## src/rtl/opamp_sched_pkg.sv

```systemverilog
// Shared types, widths and defaults for the op-amp buffer channel scheduler.
package opamp_sched_pkg;

  localparam int unsigned N_REQ          = 4;
  localparam int unsigned IDX_W          = 2;
  localparam int unsigned CNT_W          = 8;
  localparam int unsigned SETTLE_CYC_DEF = 8;
  localparam int unsigned DISCH_CYC_DEF  = 4;

  typedef enum logic [1:0] {
    CH_IDLE   = 2'd0,
    CH_SETTLE = 2'd1,
    CH_ACTIVE = 2'd2,
    CH_DISCH  = 2'd3
  } ch_state_e;

  // Next-cycle view of one channel's contribution to the top-level outputs.
  typedef struct packed {
    logic             en;
    logic [IDX_W-1:0] sel;
    logic [N_REQ-1:0] gnt;
    logic [N_REQ-1:0] rdy;
  } ch_out_t;

  // One-hot decode of a requester index.
  function automatic logic [N_REQ-1:0] onehot(input logic [IDX_W-1:0] idx);
    return N_REQ'(1) << idx;
  endfunction

  // Round-robin successor of a requester index (wraps at N_REQ).
  function automatic logic [IDX_W-1:0] rr_next(input logic [IDX_W-1:0] idx);
    return IDX_W'(idx + IDX_W'(1));
  endfunction

endpackage

```

## src/rtl/opamp_chan_fsm.sv

```systemverilog
// One buffer channel: IDLE -> SETTLE -> ACTIVE -> DISCH -> IDLE with a down-counter.
module opamp_chan_fsm
  import opamp_sched_pkg::*;
#(
  parameter int unsigned SETTLE_CYC = SETTLE_CYC_DEF,
  parameter int unsigned DISCH_CYC  = DISCH_CYC_DEF
) (
  input  logic             clk,
  input  logic             rst,
  input  logic [N_REQ-1:0] req,
  input  logic             assign_vld,
  input  logic [IDX_W-1:0] assign_idx,
  output logic             idle_c,
  output logic [N_REQ-1:0] held_c,
  output ch_out_t          nxt_c
);

  localparam logic [CNT_W-1:0] SETTLE_LOAD = CNT_W'(SETTLE_CYC - 1);
  localparam logic [CNT_W-1:0] DISCH_LOAD  = CNT_W'(DISCH_CYC - 1);

  ch_state_e        state_q, state_d;
  logic [CNT_W-1:0] cnt_q, cnt_d;
  logic [IDX_W-1:0] idx_q, idx_d;
  logic             owner_req;

  assign owner_req = req[idx_q];
  assign idle_c    = (state_q == CH_IDLE);
  assign held_c    = ((state_q == CH_SETTLE) || (state_q == CH_ACTIVE)) ? onehot(idx_q) : '0;

  // State, counter and owner index registers.
  always_ff @(posedge clk) begin
    if (rst) begin
      state_q <= CH_IDLE;
      cnt_q   <= '0;
      idx_q   <= '0;
    end else begin
      state_q <= state_d;
      cnt_q   <= cnt_d;
      idx_q   <= idx_d;
    end
  end

  // Next state plus the next-cycle output view the top registers.
  always_comb begin
    state_d = state_q;
    cnt_d   = cnt_q;
    idx_d   = idx_q;
    nxt_c   = '0;

    case (state_q)
      CH_IDLE: begin
        if (assign_vld) begin
          state_d = CH_SETTLE;
          cnt_d   = SETTLE_LOAD;
          idx_d   = assign_idx;
        end
      end
      CH_SETTLE: begin
        if (!owner_req) begin
          state_d = CH_DISCH;
          cnt_d   = DISCH_LOAD;
        end else if (cnt_q == '0) begin
          state_d = CH_ACTIVE;
        end else begin
          cnt_d = cnt_q - CNT_W'(1);
        end
      end
      CH_ACTIVE: begin
        if (!owner_req) begin
          state_d = CH_DISCH;
          cnt_d   = DISCH_LOAD;
        end
      end
      CH_DISCH: begin
        if (cnt_q == '0) begin
          state_d = CH_IDLE;
          idx_d   = '0;
        end else begin
          cnt_d = cnt_q - CNT_W'(1);
        end
      end
      default: begin
        state_d = CH_IDLE;
        cnt_d   = '0;
        idx_d   = '0;
      end
    endcase

    if ((state_d == CH_SETTLE) || (state_d == CH_ACTIVE)) begin
      nxt_c.en  = 1'b1;
      nxt_c.sel = idx_d;
      nxt_c.gnt = onehot(idx_d);
    end
    if (state_d == CH_ACTIVE) begin
      nxt_c.rdy = onehot(idx_d);
    end
  end

endmodule

```

## src/rtl/opamp_chan_sched.sv

```systemverilog
// Two-channel op-amp buffer scheduler: round-robin arbiter over four requesters.
module opamp_chan_sched
  import opamp_sched_pkg::*;
#(
  parameter int unsigned SETTLE_CYC = SETTLE_CYC_DEF,
  parameter int unsigned DISCH_CYC  = DISCH_CYC_DEF
) (
  input  logic             CLK,
  input  logic             RST,
  input  logic [N_REQ-1:0] REQ,
  output logic [N_REQ-1:0] GNT,
  output logic [N_REQ-1:0] RDY,
  output logic             EN1,
  output logic             EN2,
  output logic [IDX_W-1:0] SEL1,
  output logic [IDX_W-1:0] SEL2
);

  logic [IDX_W-1:0] rr_q, rr_d;
  logic [N_REQ-1:0] elig_c;
  logic [IDX_W-1:0] cand_c;
  logic             first_vld_c, second_vld_c;
  logic [IDX_W-1:0] first_idx_c, second_idx_c;
  logic             a1_vld_c, a2_vld_c;
  logic [IDX_W-1:0] a1_idx_c, a2_idx_c;
  logic             idle1_c, idle2_c;
  logic [N_REQ-1:0] held1_c, held2_c;
  ch_out_t          nxt1_c, nxt2_c;

  // A requester already owning a settling/active channel is not eligible again.
  assign elig_c = REQ & ~(held1_c | held2_c);

  // First and second eligible requesters scanning from the round-robin pointer.
  always_comb begin
    first_vld_c  = 1'b0;
    second_vld_c = 1'b0;
    first_idx_c  = '0;
    second_idx_c = '0;
    cand_c       = '0;
    for (int unsigned i = 0; i < N_REQ; i++) begin
      cand_c = IDX_W'(rr_q + IDX_W'(i));
      if (elig_c[cand_c]) begin
        if (!first_vld_c) begin
          first_vld_c = 1'b1;
          first_idx_c = cand_c;
        end else if (!second_vld_c) begin
          second_vld_c = 1'b1;
          second_idx_c = cand_c;
        end
      end
    end
  end

  // Lowest idle channel takes the first pick; pointer follows the last grant.
  always_comb begin
    a1_vld_c = idle1_c && first_vld_c;
    a1_idx_c = first_idx_c;
    a2_vld_c = idle2_c && (idle1_c ? second_vld_c : first_vld_c);
    a2_idx_c = idle1_c ? second_idx_c : first_idx_c;
    rr_d     = rr_q;
    if (a2_vld_c) begin
      rr_d = rr_next(a2_idx_c);
    end else if (a1_vld_c) begin
      rr_d = rr_next(a1_idx_c);
    end
  end

  // Round-robin pointer.
  always_ff @(posedge CLK) begin
    if (RST) begin
      rr_q <= '0;
    end else begin
      rr_q <= rr_d;
    end
  end

  opamp_chan_fsm #(
    .SETTLE_CYC (SETTLE_CYC),
    .DISCH_CYC  (DISCH_CYC)
  ) u_ch1 (
    .clk        (CLK),
    .rst        (RST),
    .req        (REQ),
    .assign_vld (a1_vld_c),
    .assign_idx (a1_idx_c),
    .idle_c     (idle1_c),
    .held_c     (held1_c),
    .nxt_c      (nxt1_c)
  );

  opamp_chan_fsm #(
    .SETTLE_CYC (SETTLE_CYC),
    .DISCH_CYC  (DISCH_CYC)
  ) u_ch2 (
    .clk        (CLK),
    .rst        (RST),
    .req        (REQ),
    .assign_vld (a2_vld_c),
    .assign_idx (a2_idx_c),
    .idle_c     (idle2_c),
    .held_c     (held2_c),
    .nxt_c      (nxt2_c)
  );

  // Output registers, aligned with the channel state registers.
  always_ff @(posedge CLK) begin
    if (RST) begin
      GNT  <= '0;
      RDY  <= '0;
      EN1  <= 1'b0;
      EN2  <= 1'b0;
      SEL1 <= '0;
      SEL2 <= '0;
    end else begin
      GNT  <= nxt1_c.gnt | nxt2_c.gnt;
      RDY  <= nxt1_c.rdy | nxt2_c.rdy;
      EN1  <= nxt1_c.en;
      EN2  <= nxt2_c.en;
      SEL1 <= nxt1_c.sel;
      SEL2 <= nxt2_c.sel;
    end
  end

endmodule
```

## config.mk

```make
export PLATFORM = sky130hd
export DESIGN_NAME = opamp_chan_sched
export DESIGN_NICKNAME = d
export VERILOG_FILES = /design/src/rtl/opamp_sched_pkg.sv /design/src/rtl/opamp_chan_fsm.sv /design/src/rtl/opamp_chan_sched.sv
export SDC_FILE = /design/constraint.sdc
export NUM_CORES = 1
export LEC_CHECK = 0
export CELL_PAD_IN_SITES_DETAIL_PLACEMENT = 0
export CELL_PAD_IN_SITES_GLOBAL_PLACEMENT = 1
export CORE_ASPECT_RATIO = 0.7
export CORE_MARGIN = 2
export CORE_UTILIZATION = 40
export CTS_BUF_LIST = sky130_fd_sc_hd__clkbuf_4 sky130_fd_sc_hd__clkbuf_8 sky130_fd_sc_hd__clkbuf_16
export CTS_CLUSTER_DIAMETER = 60
export DETAILED_ROUTE_END_ITERATION = 12
export HOLD_SLACK_MARGIN = 0.06
export PLACE_DENSITY_LB_ADDON = 0.1
export SLEW_MARGIN = 10
export SYNTH_ARGS = -nofsm -noshare
export SYNTH_HDL_FRONTEND = slang
export SYNTH_SLANG_ARGS = --single-unit
```

## constraint.sdc

```tcl
create_clock -name CLK -period 4.5 [get_ports CLK]
set_clock_uncertainty 0.1 [all_clocks]
set_input_delay 0.9 -clock CLK [delete_from_list [all_inputs] [get_ports CLK]]
set_output_delay 0.9 -clock CLK [all_outputs]
set_load 0.005 [all_outputs]
```

==> results of run 1 <==
==> worst max-delay path by stage <==
stage | start | endpoint | slack (ns) | cells past startpoint
floorplan | u_ch1.state_q[1]$_SDFF_PP0_ | GNT[1]$_SDFF_PP0_ | 1.08 | 14
global placement | REQ[0] | GNT[1]$_SDFF_PP0_ | 0.51 | 8
detailed placement | REQ[0] | RDY[1]$_SDFF_PP0_ | 0.42 | 8
CTS | u_ch2.state_q[1]$_SDFF_PP0_ | RDY[1]$_SDFF_PP0_ | 0.70 | 12
global route | u_ch2.state_q[1]$_SDFF_PP0_ | RDY[1]$_SDFF_PP0_ | 0.49 | 12
finish | REQ[0] | RDY[1]$_SDFF_PP0_ | 0.67 | 8
==> worst max-delay path, stage by stage <==
cell and delay [ns]:
clkdlybuf4s50_1 0.69, nand3_1 0.34, mux4_2 0.54, mux2i_1 0.15
a311oi_2 0.33, or4b_1 0.52, o221a_4 0.17, o32ai_1 0.30
==> through the flow <==
stage               area [µm²]  worst slack, ns
finish                    3250            0.667
global route              3250            0.493
CTS                       3250            0.700
detailed placement        3130            0.421
global placement          3130            0.514
floorplan                 2900             1.08
==> cell families after synthesis <==
kind of cell | share of synthesized area (%)
compound gates | 26.6
xor+xnor | 2.42
fa+ha+maj | 6.91
buf+inv | 6.65
flops | 27.6
mux | 3.37
simple gates | 26.5
==> metal layers <==
layer	share of wire [%]	up-vias
met5	0	-
met4	0.34	0
met3	7.6	4
met2	37	105
met1	55	1322
li1	-	1401
==> power by group <==
part | total, W | switching, W | internal (W) | leakage, nW
logic | 0.00198 | 0.00119 | 0.000797 | 0.834
registers | 0.000630 | 0.000145 | 0.000485 | 0.328
clock network | 0.000310 | 0.000128 | 0.000181 | 0.0614
==> placed cells by master (no fill, tap or decap), types with 6 or more instances in the layout <==
cell type / instances
o211ai_1: 7
nand2_1: 19
a21oi_1: 26
a211oi_1: 9
nand4_1: 7
inv_1: 19
dfxtp_1: 40
nor2b_1: 9
clkdlybuf4s50_1: 19
nand3_1: 13
a221oi_1: 6
nor3_1: 17
clkbuf_8: 6
o21ai_0: 22
nor2_1: 43
ha_1: 16
==> final cells by class <==
cell class	count	area, µm²	area share [%]
Sequential cell	40	801	24.7
Inverter	20	75.1	2.31
Clock inverter	2	38.8	1.19
Tap cell	94	118	3.62
Multi-Input combinational cell	288	1910	58.7
Clock buffer	6	82.6	2.54
Timing Repair Buffer	24	228	7.01
==> sequential cells by signal, summed over array words and instances (netlist names) <==
register	cells
EN1	1
EN2	1
GNT	4
RDY	4
SEL1	2
SEL2	2
rr_q	2
u_ch1.cnt_q	8
u_ch1.idx_q	2
u_ch1.state_q	2
u_ch2.cnt_q	8
u_ch2.idx_q	2
u_ch2.state_q	2
==> results.md, run 1 <==
- The cell sitting at the root of the clock tree is a clkbuf_8.
- Global routing used 5.02% of the available met3 tracks.
- The top cell type by area accounts for between 20 and 30% of the synthesized area.
- The floorplan step set the die width to ~110 µm.
- The cell count after synthesis came out at around 370.
- Of all flip-flops after synthesis, the portion carrying an async set or reset was 0%.
- TritonCTS built the clock tree.
- VDD sags by at most ~330 µV.
- In this run the deepest clock path goes through 2 buffers.
- The repair_antennas step left the layout with diodes totalling 0.
- The layout overhead on the synthesized area is 12.0%.
- The count of TritonRoute iterations in the first routing pass is 5.
- The worst-case headroom to the max-slew limit is between 50% and 60%.
- The die covers slightly below 8000 µm².
- The hold violation count in the final report is 0.
- The number of cells traversed by the worst register-to-register path is 12.
- The distinct cell type count of the synthesized netlist is 58.
- In the final routed layout, each cell accounts on average for ~16 µm.
- Setup repair after global routing left no endpoint under its margin.
- The core region area is between 6000 and 7000 µm².
- By startpoint and endpoint, the worst setup path is classified as input port to register.
- The most numerous cell in the Yosys netlist is nor2_1.
- The number of antenna violations at the first check in global routing is 0.
- The run finished with clean final reports.
- After the first detailed-routing iteration, the DRC count stood at 226.
- The number of clock buffers added by TritonCTS is 5.
- In this run, synthesis produced a sequential element count of 40.
- Max-cap violations in this run came to 0.
- The initial cell density of the core is a little over two fifths.
- The H-tree was split into 2 levels.
- Entering global routing, the biggest net connects 22 pins.
- The capturing point of the worst reg2reg path is RDY[1]$_SDFF_PP0_.
- The post-synth design cell area is a little under 3000 µm².
- On the final layout, the worst hold slack is about 0.40 ns.
- The worst setup path is launched from an input port.
- The count of nets after finishing is roughly 400.
- For this run, the leading register cell type out of synthesis is dfxtp_1.
- After global routing the overflow that remains totals 0.
- The tightest min-delay check is of the register to register type.
- The first-pass GRT wire length is ~13000 µm.
- For this run, global-route usage on met2 was measured as 26.5%.
- The required time of the worst setup path is roughly 4.6 ns.
- The worst register-to-register path begins at u_ch2.state_q[1]$_SDFF_PP0_.
- Cells fill ~47% of the core in the end.
- Clock-pin slew was measured on the worst setup and hold paths at about 0.080 ns.
- The cell count of the worst hold path is 2.
- After detailed placement, the design holds a cell count of between 400 and 500.
- Routability-driven placement finished with a final weighted congestion of 0.885.
- Data arrives at the worst endpoint at around 3.9 ns.
- Hold repair after CTS inserted 0 buffers.
- The slew at the pin closest to its max-slew limit is 0.711 ns.
- In the routed layout, each cell is associated on average with a via count of between 5 and 6.
- The most used routing layer in global routing is met1.
- The via count of the first global-routing pass is approximately 2400.
- The total number of clock tree sinks is 40.
- Summing over every cut layer, the via total after detailed routing is between 2000 and 3000.
- 20 I/O pins were placed.
- In the finished design, the share of the clock period the worst path needs comes to a little under nine tenths.
- The library cell occupying the most area in the post-synthesis netlist is dfxtp_1.
- The chip height is 75.2 µm.
- The DRC violations left is 0.
- The maximum net fanout on the critical path is 11.
- When the netlist entered floorplanning its net count stood at between 300 and 400.
- Setup violations remaining at the end of the flow were counted as 0.
- The final total negative setup slack is 0 ns.
- The total length of routed wires is a little under 8000 µm.
- In the final layout, the share of cells above drive strength 1 is between 6 and 7%.
- The number of synthesized flops with an enable pin is 0.
- The average cell area after synthesis is just under 8 µm².
- In this run the remaining antenna-violating nets after routing total 0.
- The worst setup path is captured at a register.
- The number of port buffers is 19.
- The number of max-slew violations in the final report is 0.
- For the worst-skew pair, the clock arrives at the later sink with an insertion delay of between 0.2 and 0.3 ns.
- Ranked by instance count, the synthesized netlist is headed by nor2_1 (43), dfxtp_1 (40), a21oi_1 (26).
- Power spread over the standard cell area amounts to 900 nW/µm².
- In this run the core area contains 25 standard-cell rows.
- For flop-to-flop paths, the worst setup slack is about 0.68 ns.
- For this run, the number of Yosys warnings is 0.
- Across every metal layer, demand over resource in global routing totals roughly 20%.
- Global routing consumed, on the met1 layer, about a third of the routing resources.
- The non-filler instance count after layout is around 470.
- In this run the most critical hold path is launched from u_ch2.cnt_q[6]$_SDFFE_PP0P_.
- The share of synthesized area occupied by flip-flops and latches is approximately 28%.
- The leakage power is between 1 and 1.5 nW.
- The wire-length estimate of the detail-placed layout is 5770 µm.
- The overall power of the completed layout is slightly below 0.003 W.
- The layout filler cell count is just under 700.
- For hold timing, the worst endpoint is u_ch2.cnt_q[6]$_SDFFE_PP0P_.
- The buffers inserted during post-CTS setup optimization is 0.
- Based on the critical path, the design can be clocked at up to 0.261 GHz.
- The shortest period the worst path allows is between 3 and 4 ns.
- By area the synthesized netlist is led by dfxtp_1 (28%), ha_1 (6.9%), nor2_1 (5.6%), a21oi_1 (4.5%), o21ai_0 (3.8%).
- The quantity of gates resized following cts is 0.
No activity file was read; power rests on OpenSTA's default activity.
==> run 2: changes to the inputs <==
--- a/config.mk
+++ b/config.mk
@@ -5,6 +5,7 @@
 export SDC_FILE = /design/constraint.sdc
 export NUM_CORES = 1
 export LEC_CHECK = 0
+export ABC_CLOCK_PERIOD_IN_PS = 4500
 export CELL_PAD_IN_SITES_DETAIL_PLACEMENT = 0
 export CELL_PAD_IN_SITES_GLOBAL_PLACEMENT = 1
 export CORE_ASPECT_RATIO = 0.7
==> results of run 2 <==
The final DEF is identical to that of run 1; final timing and power are the same.
